### config.mk
export PLATFORM = sky130hd
export DESIGN_NAME = eq_band_sequencer_flat
export DESIGN_NICKNAME = d
export VERILOG_FILES = /design/src/rtl/eq_band_sequencer_if.sv /design/src/rtl/eq_band_sequencer.sv /design/src/flat_wrapper.sv
export SDC_FILE = /design/constraint.sdc
export NUM_CORES = 1
export LEC_CHECK = 0
export ABC_CLOCK_PERIOD_IN_PS = 3500
export CORE_AREA = 2 2 150 152
export CTS_CLUSTER_SIZE = 24
export DETAILED_ROUTE_END_ITERATION = 10
export DIE_AREA = 0 0 152 154
export PLACE_DENSITY_LB_ADDON = 0.1
export SLEW_MARGIN = 20
export SYNTH_ARGS = -nofsm -noshare
export SYNTH_HDL_FRONTEND = slang
export SYNTH_SLANG_ARGS = --single-unit
### constraint.sdc
create_clock -name i_clk -period 3.5 [get_ports i_clk]
set_input_delay 0.7 -clock i_clk [delete_from_list [all_inputs] [get_ports i_clk]]
set_output_delay 0.7 -clock i_clk [all_outputs]
set_load 0.02 [all_outputs]
### src/rtl/eq_band_sequencer_if.sv
// ---------------------------------------------------------------------------
// eq_band_sequencer_if
// Bundles the control-side write port, the sample strobe and the band-facing
// set/gain bus of the equalizer band sequencer.
//   i_wr, i_wr_band, i_wr_gain : gain write from the UI/control side
//   i_load_all                 : request to re-push the whole gain table
//   i_next                     : sample strobe as seen by the bands
//   o_set                      : one-hot set strobe per band
//   o_gain                     : shared signed gain bus (dB)
//   o_busy                     : sequencer has pending or in-flight work
// master drives the requests, slave is the sequencer itself.
// ---------------------------------------------------------------------------
interface eq_band_sequencer_if #(
   parameter int NBAND = 8,
   parameter int BW    = 3
);
   logic                     i_wr;
   logic [BW-1:0]            i_wr_band;
   logic signed [15:0]       i_wr_gain;
   logic                     i_load_all;
   logic                     i_next;
   logic [NBAND-1:0]         o_set;
   logic signed [15:0]       o_gain;
   logic                     o_busy;

   modport master (
      output i_wr, i_wr_band, i_wr_gain, i_load_all, i_next,
      input  o_set, o_gain, o_busy
   );

   modport slave (
      input  i_wr, i_wr_band, i_wr_gain, i_load_all, i_next,
      output o_set, o_gain, o_busy
   );
endinterface

### src/rtl/eq_band_sequencer.sv
// ---------------------------------------------------------------------------
// eq_band_sequencer
// Owns the per-band gain table of the equalizer filter bank. Gain writes are
// clamped to [-GMAX, +GMAX] and mark their band dirty; dirty bands are pushed
// to the biquads one at a time, round-robin, and only while no sample is in
// flight. After each set pulse the gain bus is held for SET_GAP cycles so the
// band can finish its coefficient computation.
// Ports:
//   i_clk   : system clock
//   i_rst_n : asynchronous active-low reset
//   bus     : slave side of eq_band_sequencer_if (write port, i_load_all,
//             i_next, o_set, o_gain, o_busy)
// ---------------------------------------------------------------------------
module eq_band_sequencer #(
   parameter int NBAND   = 8,
   parameter int BW      = 3,
   parameter int GMAX    = 12,
   parameter int SET_GAP = 3
) (
   input  logic                i_clk,
   input  logic                i_rst_n,
   eq_band_sequencer_if.slave  bus
);

   typedef enum logic [1:0] {
      IDLE,
      ISSUE,
      HOLD
   } state_t;

   localparam logic signed [15:0] GAIN_HI  = 16'(GMAX);
   localparam logic signed [15:0] GAIN_LO  = 16'(-GMAX);
   localparam logic [7:0]         LAST_CNT = 8'(SET_GAP - 1);

   state_t                state_q, state_d;
   logic signed [15:0]    table_q [NBAND];
   logic signed [15:0]    table_d [NBAND];
   logic [NBAND-1:0]      dirty_q, dirty_d;
   logic [BW-1:0]         ptr_q, ptr_d;
   logic [7:0]            cnt_q, cnt_d;
   logic [NBAND-1:0]      set_q, set_d;
   logic signed [15:0]    gain_q, gain_d;
   logic                  busy_q, busy_d;
   logic                  nextSeen_q;

   int                    bandIdx;
   int                    scanIdx;
   logic                  wrValid;
   logic signed [15:0]    wrGainClamped;
   logic                  selFound;
   logic [BW-1:0]         selIdx;
   logic                  holdDone;
   logic                  quiet;
   logic                  issueNow;

   // Decode the control-side write: drop out-of-range band indices and
   // saturate the requested gain with a signed compare.
   always_comb begin
      bandIdx = int'(bus.i_wr_band);
      wrValid = bus.i_wr && (bandIdx < NBAND);
      if (bus.i_wr_gain > GAIN_HI) begin
         wrGainClamped = GAIN_HI;
      end else if (bus.i_wr_gain < GAIN_LO) begin
         wrGainClamped = GAIN_LO;
      end else begin
         wrGainClamped = bus.i_wr_gain;
      end
   end

   // Round-robin pick: scan downward from the farthest offset so the last hit
   // kept is the first dirty band at or above the pointer, with wrap-around.
   always_comb begin
      selFound = 1'b0;
      selIdx   = '0;
      scanIdx  = 0;
      for (int i = NBAND - 1; i >= 0; i--) begin
         scanIdx = int'(ptr_q) + i;
         if (scanIdx >= NBAND) begin
            scanIdx = scanIdx - NBAND;
         end
         if (dirty_q[scanIdx]) begin
            selFound = 1'b1;
            selIdx   = BW'(scanIdx);
         end
      end
   end

   // A new set may start from IDLE or straight out of the last HOLD cycle, so
   // back-to-back issues are spaced exactly 1 + SET_GAP cycles. The sample
   // strobe must be low now and on the previous cycle: this never starts a set
   // while a sample is in flight and leaves the bands one quiet cycle after it.
   always_comb begin
      holdDone = (state_q == HOLD) && (cnt_q == LAST_CNT);
      quiet    = !bus.i_next && !nextSeen_q;
      issueNow = selFound && quiet && ((state_q == IDLE) || holdDone);
   end

   // Next-state logic. A write landing on the band being issued in the same
   // cycle wins over the dirty clear, so that band goes out again later with
   // the new value while the current pulse carries the previously latched one.
   always_comb begin
      state_d = state_q;
      cnt_d   = cnt_q;
      ptr_d   = ptr_q;
      set_d   = '0;
      gain_d  = gain_q;
      dirty_d = dirty_q;
      table_d = table_q;

      case (state_q)
         ISSUE: begin
            state_d = HOLD;
            cnt_d   = '0;
         end
         HOLD: begin
            if (holdDone) begin
               state_d = IDLE;
            end else begin
               cnt_d = cnt_q + 8'd1;
            end
         end
         default: begin
         end
      endcase

      if (issueNow) begin
         state_d         = ISSUE;
         set_d           = NBAND'(1) << selIdx;
         gain_d          = table_q[selIdx];
         dirty_d[selIdx] = 1'b0;
         if (int'(selIdx) == NBAND - 1) begin
            ptr_d = '0;
         end else begin
            ptr_d = selIdx + 1'b1;
         end
      end

      if (bus.i_load_all) begin
         dirty_d = '1;
      end

      if (wrValid) begin
         table_d[bandIdx] = wrGainClamped;
         dirty_d[bandIdx] = 1'b1;
      end

      busy_d = (|dirty_d) || (state_d != IDLE);
   end

   // All state and registered outputs. Reset aborts any issue in progress;
   // the bands' own reset already corresponds to 0 dB so nothing is re-sent.
   always_ff @(posedge i_clk or negedge i_rst_n) begin
      if (!i_rst_n) begin
         state_q    <= IDLE;
         for (int i = 0; i < NBAND; i++) begin
            table_q[i] <= '0;
         end
         dirty_q    <= '0;
         ptr_q      <= '0;
         cnt_q      <= '0;
         set_q      <= '0;
         gain_q     <= '0;
         busy_q     <= 1'b0;
         nextSeen_q <= 1'b0;
      end else begin
         state_q    <= state_d;
         table_q    <= table_d;
         dirty_q    <= dirty_d;
         ptr_q      <= ptr_d;
         cnt_q      <= cnt_d;
         set_q      <= set_d;
         gain_q     <= gain_d;
         busy_q     <= busy_d;
         nextSeen_q <= bus.i_next;
      end
   end

   assign bus.o_set  = set_q;
   assign bus.o_gain = gain_q;
   assign bus.o_busy = busy_q;

endmodule

### src/flat_wrapper.sv
// flat-port wrapper written by rule: the top's interface ports become plain ports
module eq_band_sequencer_flat 
#(
   parameter int NBAND   = 8,
   parameter int BW      = 3,
   parameter int GMAX    = 12,
   parameter int SET_GAP = 3
)
  (i_clk, i_rst_n, bus_i_wr, bus_i_wr_band, bus_i_wr_gain, bus_i_load_all, bus_i_next, bus_o_set, bus_o_gain, bus_o_busy);
  eq_band_sequencer_if #(.NBAND(NBAND), .BW(BW)) bus_i ();
  input  logic i_clk;
  input  logic i_rst_n;
  input wire logic [$bits(bus_i.i_wr)-1:0] bus_i_wr;
  input wire logic [$bits(bus_i.i_wr_band)-1:0] bus_i_wr_band;
  input wire logic [$bits(bus_i.i_wr_gain)-1:0] bus_i_wr_gain;
  input wire logic [$bits(bus_i.i_load_all)-1:0] bus_i_load_all;
  input wire logic [$bits(bus_i.i_next)-1:0] bus_i_next;
  output wire logic [$bits(bus_i.o_set)-1:0] bus_o_set;
  output wire logic [$bits(bus_i.o_gain)-1:0] bus_o_gain;
  output wire logic [$bits(bus_i.o_busy)-1:0] bus_o_busy;
  assign bus_i.i_wr = bus_i_wr;
  assign bus_i.i_wr_band = bus_i_wr_band;
  assign bus_i.i_wr_gain = bus_i_wr_gain;
  assign bus_i.i_load_all = bus_i_load_all;
  assign bus_i.i_next = bus_i_next;
  assign bus_o_set = bus_i.o_set;
  assign bus_o_gain = bus_i.o_gain;
  assign bus_o_busy = bus_i.o_busy;
  eq_band_sequencer #(.NBAND(NBAND), .BW(BW), .GMAX(GMAX), .SET_GAP(SET_GAP)) u_core (.i_clk(i_clk), .i_rst_n(i_rst_n), .bus(bus_i));
endmodule
# --- Yosys cells after proc, flatten, opt, wreduce, memory -nomap -nowiden ---
# Index checks and enable logic that the tools add are counted.
word_totals:
  regBits: 175
  input_bits: 24
  elab_cells: 155
  out_inout_bits: 25
classes:
  magnitude_cmp: 25
  addsub: 17
  shifts: 1
  eq_ne: 5
  bitwise_logic: 5
  n_reduce_logical: 16
  n_mux: 70
op_table:
  columns: ["cell", "count"]
  rows:
  - ["$lt A32 B5 Y1 const B", 8]
  - ["$mux W32", 8]
  - ["$ge A32 B5 Y1 const B", 7]
  - ["$sub A32 B5 Y32 const B", 7]
  - ["$bwmux W128", 1]
  - ["$mux W16", 5]
  - ["$bmux W16 S3", 1]
  - ["$demux W16 S3", 1]
  - ["$mux W8", 5]
  - ["$ge A32 B4 Y1 const B", 1]
  - ["$lt A32 B1 Y1 const B", 1]
  - ["$not A3 Y32", 1]
  - ["$mux W3", 9]
  - ["$mux W1", 26]
  - ["$bmux W1 S3", 8]
  - ["$add A3 B3 Y4 const B", 4]
  - ["$gt A16 B5 Y1 const B", 1]
  - ["$lt A16 B5 Y1 const B", 1]
  - ["$pmux W8 S2", 1]
  - ["$add A3 B2 Y4 const B", 2]
  - ["$add A8 B1 Y8 const B", 1]
  - ["$and A8 B8 Y8", 1]
  - ["$eq A8 B2 Y1 const B", 1]
  - ["$lt A3 B4 Y1 const B", 2]
  - ["24 further kinds", 36]

# --- Logic depth before layout (Yosys ltp) ---
# Gate-level depths: netlist (run 1).
depth:
  depth_word: 26
  mapped_depth: 17

# --- Worst setup path before layout (run 1) ---
# OpenSTA, ideal clock, no wires.
synth_timing:
  kind: "reg-to-reg"
  start: "register u_core.ptr_q[0]"
  end: "register u_core.busy_q (netlist: u_core.bus.o_busy)"
  required_ns: 3.362
  setup_ns: 0.138
  period_less_slack_ns: 3.810
  arrival_time_ns: 3.672
  slack_ns: -0.310
  path_buffers: 4
  stages_incl_launch_ff: 15
  cell_sequence: "dfrtp_1 buf_6 buf_6 clkbuf_1 inv_1 ha_1 buf_2 mux2_2 a221o_1 o32ai_1 nand4_1 a31oi_1 or4b_1 a311oi_1 nand4_1"
synth_between:
  elab_chain_len: 26
  word_cells_on_any_way: 88
synth_rtl:
  columns: ["item", "line", "text"]
  rows:
  - ["start: declaration", "eq_band_sequencer.sv:39", "logic [BW-1:0] ptr_q, ptr_d;"]
  - ["start signal: assignment", "eq_band_sequencer.sv:169", "ptr_q <= ptr_d;"]
  - ["$add A3 B3 Y4", "eq_band_sequencer.sv:77", "scanIdx = int'(ptr_q) + i;"]
  - ["$sub A32 B5 Y32 / $ge A32 B5 Y1 (equally long branches)", "eq_band_sequencer.sv:79, eq_band_sequencer.sv:78", null]
  - ["$mux W32", "eq_band_sequencer.sv:78", "if (scanIdx >= NBAND) begin"]
  - ["$bmux W1 S3", "eq_band_sequencer.sv:81", "if (dirty_q[scanIdx]) begin"]
  - ["$mux W1 (implied by the code) (2 in series)", "eq_band_sequencer.sv:81", null]
  - ["$mux W3 (8 in series)", "eq_band_sequencer.sv:81", null]
  - ["$lt A3 B4 Y1 (implied by the code) / $ge A3 B1 Y1 (equally long branches)", "eq_band_sequencer.sv:130", "dirty_d[selIdx] = 1'b0;"]
  - ["$logic_and A1 B1 Y1 (implied by the code)", "eq_band_sequencer.sv:130", null]
  - ["[... 3 more ...]", null, null]
  - ["$and A8 B8 Y8 (no source line)", null, null]
  - ["$mux W8", "eq_band_sequencer.sv:126", "if (issueNow) begin"]
  - ["$mux W8", "eq_band_sequencer.sv:138", "if (bus.i_load_all) begin"]
  - ["$or A8 B8 Y8 (no source line)", null, null]
  - ["$mux W8", "eq_band_sequencer.sv:142", "if (wrValid) begin"]
  - ["$reduce_or A8 Y1", "eq_band_sequencer.sv:147", "busy_d = (|dirty_d) || (state_d != IDLE);"]
  - ["$logic_or A1 B1 Y1 (*)", "eq_band_sequencer.sv:147", null]
  - ["net u_core.busy_d", "eq_band_sequencer.sv:43", "logic busy_q, busy_d;"]
  - ["end signal: assignment", "eq_band_sequencer.sv:173", "busy_q <= busy_d;"]
  - ["end: declaration", "eq_band_sequencer.sv:43", null]
# The timed path passes the listed nets; every way through them passes the cells marked *. The select of a mux whose other input is x is not followed.
# A chain may end at the register's enable or synchronous reset.

# --- Worst setup path in the final report (run 1) ---
layout_timing:
  start: "register u_core.ptr_q[0]"
  end: "register u_core.gain_q[14] (netlist: u_core.bus.o_gain[14])"
layout_between:
  elab_chain_len: 18
  word_cells_on_any_way: 77
layout_rtl:
  columns: ["item", "line", "text"]
  rows:
  - ["$add A3 B3 Y4", "eq_band_sequencer.sv:77", null]
  - ["$sub A32 B5 Y32 / $ge A32 B5 Y1 (equally long branches)", "eq_band_sequencer.sv:79, eq_band_sequencer.sv:78", null]
  - ["$mux W32", "eq_band_sequencer.sv:78", null]
  - ["$bmux W1 S3", "eq_band_sequencer.sv:81", null]
  - ["$mux W1 (implied by the code) (2 in series)", "eq_band_sequencer.sv:81", null]
  - ["$mux W3 (8 in series)", "eq_band_sequencer.sv:81", null]
  - ["$not A3 Y4 (implied by the code)", "eq_band_sequencer.sv:129", "gain_d = table_q[selIdx];"]
  - ["$bmux W16 S3", "eq_band_sequencer.sv:129", null]
  - ["$mux W16 (implied by the code) (2 in series)", "eq_band_sequencer.sv:129", null]
  - ["end signal: assignment", "eq_band_sequencer.sv:172", "gain_q <= gain_d;"]
  - ["end: declaration", "eq_band_sequencer.sv:42", "logic signed [15:0] gain_q, gain_d;"]
# Several ways; a longest one is shown, not always the timed one. The select of a mux whose other input is x is not followed.

==> results of run 1 <==
-- stage by stage --
| step | util [%] | worst slack (ps) | cells | setup TNS [ps] | hold slack (ps) |
|---|---|---|---|---|---|
| after CTS | 47.6 | 3.78 | 1209 | 0 | 291 |
| final | 48.7 | 104 | 1227 | 0 | 257 |
| after floorplan | - | 11.5 | 850 | 0 | 404 |
| after global placement | 44.8 | 88.8 | 1178 | 0 | 461 |
| after global routing | 48.7 | -72.9 | 1227 | -155 | 297 |
| after detailed placement | 44.8 | 21.4 | 1178 | 0 | 469 |
-- what timing repair did --
action | CTS | global route
setup buffers | 0 | 16
resized for setup | 2 | 20
endpoints found under the setup margin | 2 | 17
cloned | 0 | 2
hold endpoints to repair | 0 | 0
pin swaps | 0 | 6
-- cell families (layout without fill, tap and decap cells) --
| family | Yosys count | count (layout) | synth area share, % |
|---|---|---|---|
| AOI/OAI and AO/OA | 225 | 225 | 15.5 |
| xor gates and xnor gates | 4 | 4 | 0.406 |
| adders and majority gates | 10 | 10 | 1.45 |
| buffers and inverters | 80 | 177 | 4.16 |
| DFF | 175 | 175 | 50.7 |
| muxes | 114 | 114 | 15.2 |
| and+or+nand+nor | 242 | 242 | 12.6 |
-- cell type report --
class / instances / area [um2]
clock inverters: 12 / 153
inverters: 22 / 86.3
fillers: 1994 / 11100
clock buffers: 19 / 443
well taps: 280 / 350
flip-flops and latches: 175 / 4380
repair buffers: 124 / 1180
multi-input cells: 595 / 3970
-- flip-flops by register name, indices dropped and copies added (netlist names) --
name and flops:
u_core.table_q 128, u_core.bus.o_gain 16, u_core.bus.o_set 8, u_core.cnt_q 8
u_core.dirty_q 8, u_core.ptr_q 3, u_core.state_q 2, u_core.bus.o_busy 1
u_core.nextSeen_q 1
-- power by group through the flow --
stage	Clock (uW)	Combinational (uW)	Sequential, uW
2_1_floorplan	0	1950	2680
3_3_place_gp	0	2760	2690
3_5_place_dp	0	2820	2700
4_1_cts	1970	2840	2660
5_1_grt	2070	3400	2720
6_report	1930	3130	2670
-- how the worst max path moves through the flow --
stage               depth (start not counted)                     to       startpoint  slack, ps
finish                                     13  u_core.bus.o_gain[14]  u_core.ptr_q[0]        100
global route                               15      u_core.bus.o_busy  u_core.ptr_q[0]        -70
CTS                                        11   u_core.bus.o_gain[3]  u_core.ptr_q[0]          4
detailed placement                         11   u_core.bus.o_gain[3]  u_core.ptr_q[0]         20
global placement                           11   u_core.bus.o_gain[2]  u_core.ptr_q[0]         90
floorplan                                  14      u_core.bus.o_busy  u_core.ptr_q[0]         10
-- per-layer routing --
metal / up-vias / GRT usage [%] / part of all wire, %
li1: 3229 / - / -
met1: 3422 / 28.0 / 45
met2: 174 / 36.1 / 49
met3: 33 / 3.61 / 3.9
met4: 0 / 6.68 / 2.2
met5: - / 0 / 0
-- cell usage after synthesis, types with 3 or more instances --
| master | n | area [um2] |
|---|---|---|
| nor2b_1 | 5 | 31.3 |
| nor3_1 | 3 | 15.0 |
| buf_6 | 4 | 45.0 |
| a31oi_1 | 4 | 25.0 |
| nor2_1 | 19 | 71.3 |
| a21oi_1 | 7 | 35.0 |
| mux2i_1 | 95 | 951 |
| nand2_1 | 150 | 563 |
| nand4_1 | 13 | 81.3 |
| mux4_2 | 13 | 293 |
| dfrtp_1 | 175 | 4380 |
| o211ai_1 | 5 | 37.5 |
| inv_1 | 20 | 75.1 |
| buf_2 | 12 | 60.1 |
| buf_4 | 3 | 22.5 |
| o22ai_1 | 20 | 125 |
| and2_1 | 5 | 31.3 |
| nand2b_1 | 8 | 50.1 |
| a221o_1 | 19 | 190 |
| nor4_1 | 5 | 31.3 |
| xor2_1 | 3 | 26.3 |
| ha_1 | 10 | 125 |
| mux2_2 | 6 | 67.6 |
| o21ai_0 | 149 | 746 |
| clkbuf_1 | 39 | 146 |
| and3_1 | 8 | 50.1 |
| nand3_1 | 14 | 70.1 |
==> results.cfg, run 1 <==
[synthesis]
async_flop_share_pct = 100
synth_edf_count = 0
yosysUniqueCellTypes = 54
syn_area_mm2 = 0.00864
syn_area_per_cell_um2 = 10.2
postSynthCellCount = 850
synth_top_flop_cell = dfrtp_1
yosysSeqAreaShare_pct = 50.7
syn-num-nets = 884
ys_warn_count = 0
yosys_register_bits = 175

[grt]
grt_pass1_vias = 6953
antenna_found_initial = 0
grt_start_max_net_pins = 65
grt_pass1_wl_mm = 39.1
overflow = 0
grt_usage_pct = 21.3

[routing]
first_pass_iters = 6
avgViaCountPerCell = 5.59
wire_per_inst_um = 20.0
dr.first_iter.drc_count = 458
antenna_left = 0
drc_errors = 0
vias = 6858
routed_wl_mm = 24.5

[sta]
fin_skew_ps = 9.53
tightest_slew_ps = 822
maxSlewHeadroom_pct = 45.1
hold_viol_final = 0
drv_slew = 0
finalCritPeriodShare_pct = 97.0
max_freq_mhz = 294
setup_violations = 0
fin_crit_ps = 3400

[floorplanning]
core_area_mm2 = 0.0217
initial_core_util_pct = 39.8
dieArea_mm2 = 0.0234
chipWidth_um = 152
rows = 54
ios = 49
die_y_um = 154

[worst_setup_path]
reg2reg_depth = 13
crit_path_end_kind = register
path_max_fanout = 17
cp_num_buf_inv = 4
r2r_slack_ps = 100
max_stage_delay_ps = 430
worstReg2RegStart = u_core.ptr_q[0]
critPathLaunchType = register
crit_required_ps = 3810
critPathSlowestCell = dfrtp_1
rr_endpoint = u_core.bus.o_gain[14]
cp_cell_sequence = inv_2 > ha_4 > mux4_2 > mux2_4 > a311oi_2 > a22oi_1 > o211ai_1 > clkbuf_16 > buf_12 > clkbuf_16 > mux2i_1 > mux2i_1 > a221o_1
cp_top_family = multiplexers
critical_path_class = register to register
crit_arrival_ps = 3700

[cells_and_area]
area_delta_synth_final_pct = 22.3
drive_gt1_share_pct = 15.2
mostFrequentLayoutCell = dfrtp_1
final_nets = 969
antenna_cells = 0
fin_area_mm2 = 0.0106
final_cell_mix = 174 x dfrtp_1, 150 x nand2_1, 149 x o21ai_0

[placement]
gp_congestion = 0.854
hpwlAfterDp_mm = 16.1
dpl_cell_area_mm2 = 0.00972
portBuffers = 48

[run]
cap_violations = 0

[clocking]
clock-sinks = 175
hold_buffers = 0
clk_pin_slew_worst_paths_ps = 70
clock_path_buffers = 2
cts_max_level = 4
numCtsBuffers = 17
cts_tree = yes
clk_latency_ps = 420
clockRootBuffer = clkbuf_16

[min_path]
min-delay-path-class = input pin to asynchronous set/reset pin

[power]
power.density_mw_per_mm2 = 732
power_uw = 7730
p_leak_uw = 0.00471
p_seq_share_pct = 34.6
pwr-share-clk_pct = 25.0
internal_power_uw = 5010
swShare_pct = 35.2
p_sw_uw = 2720
peakVddDrop_mv = 0.398
comb_power_share_pct = 40.5

[run_status]
status = finished clean
(Power assumes the default switching activity.)
==> run 2, diff against run 1 <==
--- a/config.mk
+++ b/config.mk
@@ -6,10 +6,11 @@
 export NUM_CORES = 1
 export LEC_CHECK = 0
 export ABC_CLOCK_PERIOD_IN_PS = 3500
-export CORE_AREA = 2 2 150 152
+export CORE_AREA = 2 2 130 132
 export CTS_CLUSTER_SIZE = 24
 export DETAILED_ROUTE_END_ITERATION = 10
-export DIE_AREA = 0 0 152 154
+export DIE_AREA = 0 0 132 134
+export HOLD_SLACK_MARGIN = 0.03
 export PLACE_DENSITY_LB_ADDON = 0.1
 export SLEW_MARGIN = 20
 export SYNTH_ARGS = -nofsm -noshare
==> run 2 against run 1 <==
Final cell count decreased by 5.5%; global-route usage up 5.5 points; critical path depth fell by 1; critical path type unchanged; highest routed layer unchanged.
==> results.cfg, run 2 (same netlist as run 1, synthesis figures left out) <==
[floorplanning]
ios = 49
core_area_mm2 = 0.0163
dieArea_mm2 = 0.0177
rows = 47
die_y_um = 134
initial_core_util_pct = 53.0
chipWidth_um = 132

[routing]
drc_errors = 0
wire_per_inst_um = 19.7
antenna_left = 0
routed_wl_mm = 22.9
first_pass_iters = 5
avgViaCountPerCell = 5.93
vias = 6876
dr.first_iter.drc_count = 497

[grt]
grt_start_max_net_pins = 67
antenna_found_initial = 0
grt_usage_pct = 26.8
overflow = 0
grt_pass1_wl_mm = 36.9
grt_pass1_vias = 6852

[cells_and_area]
largest_reg_flops = 128
final_core_util_pct = 64.4
seqCellArea_mm2 = 0.00438
area_delta_synth_final_pct = 21.4
fill_cells = 1345
antenna_cells = 0
multi_input_area_mm2 = 0.00402
mostFrequentLayoutCell = dfrtp_1
final_nets = 962
layoutNonFillerInstCount = 1160
drive_gt1_share_pct = 14.9
regMostFlops = u_core.table_q
final_cell_mix = 173 x dfrtp_1, 149 x nand2_1, 149 x o21ai_0

[power]
peakVddDrop_mv = 0.487
power_uw = 7700
p_leak_uw = 0.00467
power.density_mw_per_mm2 = 734

[sta]
hold_viol_final = 0
fin_skew_ps = 5.32
setup_tns_ps = 0
drv_slew = 0
fin_crit_ps = 3350
max_freq_mhz = 299
finalCritPeriodShare_pct = 95.7
tightest_slew_ps = 656
setup_violations = 0
maxSlewHeadroom_pct = 56.3
setup_slack_ps = 151

[placement]
gp_congestion = 0.865
dp_cells = 1113
portBuffers = 48
dp_slack_ps = -24.1
hpwlAfterDp_mm = 14.9

[clocking]
numCtsBuffers = 17
clk_latency_ps = 430
cts_max_level = 4
clock-sinks = 175
hold_buffers = 0
clk_pin_slew_worst_paths_ps = 70
cts_tree = yes
clock_path_buffers = 2
clockRootBuffer = clkbuf_16

[worst_setup_path]
critical_path_class = register to register
crit_arrival_ps = 3640
path_max_fanout = 8
critPathLaunchType = register
crit_path_end_kind = register
crit_required_ps = 3790

[min_path]
min-delay-path-class = input pin to asynchronous set/reset pin

[run_status]
status = finished clean

[run]
cap_violations = 0
## run 2: path summary, 6_finish.rpt
check	startpoint	end	slack [ps]	cells past startpoint
worst max-delay path	u_core.ptr_q[0]	u_core.bus.o_busy	150	12
worst min-delay path	i_rst_n	u_core.cnt_q[2]	260	1
worst max register to register	u_core.ptr_q[0]	u_core.bus.o_busy	150	12
worst min register to register	u_core.table_q[68]	u_core.table_q[68]	480	2
max in group asynchronous	i_rst_n	u_core.table_q[41]	2320	2
min in group i_clk	u_core.table_q[68]	u_core.table_q[68]	480	2
## run 2: through the flow
| step | area, um2 | hold slack [ps] |
|---|---|---|
| after floorplan | 8690 | 404 |
| after global placement | 9620 | 461 |
| after detailed placement | 9620 | 469 |
| after CTS | 10300 | 292 |
| after global routing | 10500 | 321 |
| final | 10500 | 265 |
## run 2: critical path, stage by stage, from the launching register on
cell and delay (ps):
dfrtp_2 400, inv_2 70, ha_4 310, mux4_2 370, mux2_4 320, a311oi_2 190, a22oi_1 100, o211ai_1 260
clkbuf_16 230, inv_4 30, or4b_1 480, a311oi_2 290, nand4_1 150
## run 2: layout make-up
cell class / count / share of cell area, %
Timing Repair Buffer: 116 / 10.7
Tap cell: 220 / 2.62
Sequential cell: 175 / 41.8
Multi-Input combinational cell: 596 / 38.3
Inverter: 22 / 0.823
Clock inverter: 14 / 1.75
Clock buffer: 17 / 4.05
## run 2: power by group
part           switching (uW)  total, uW  internal (uW)
combinational            1600       3080           1490
sequential                269       2660           2390
clock                     822       1960           1130
total                    2690       7700           5020
## run 2: per-layer routing
metal / vias to the layer above / track usage [%] / share of wire (%)
met2: 212 / 45.2 / 50
li1: 3210 / - / -
met1: 3421 / 35.4 / 44
met4: 0 / 9.48 / 1.9
met5: - / 0 / 0
met3: 33 / 4.20 / 4.6
## run 2: what timing repair did
| action | 4_1_cts | 5_1_grt |
|---|---|---|
| cloned | 0 | 3 |
| setup buffers | 2 | 11 |
| gates resized for setup | 2 | 20 |
| setup endpoints to repair | 14 | 22 |
| pin swaps | 1 | 6 |
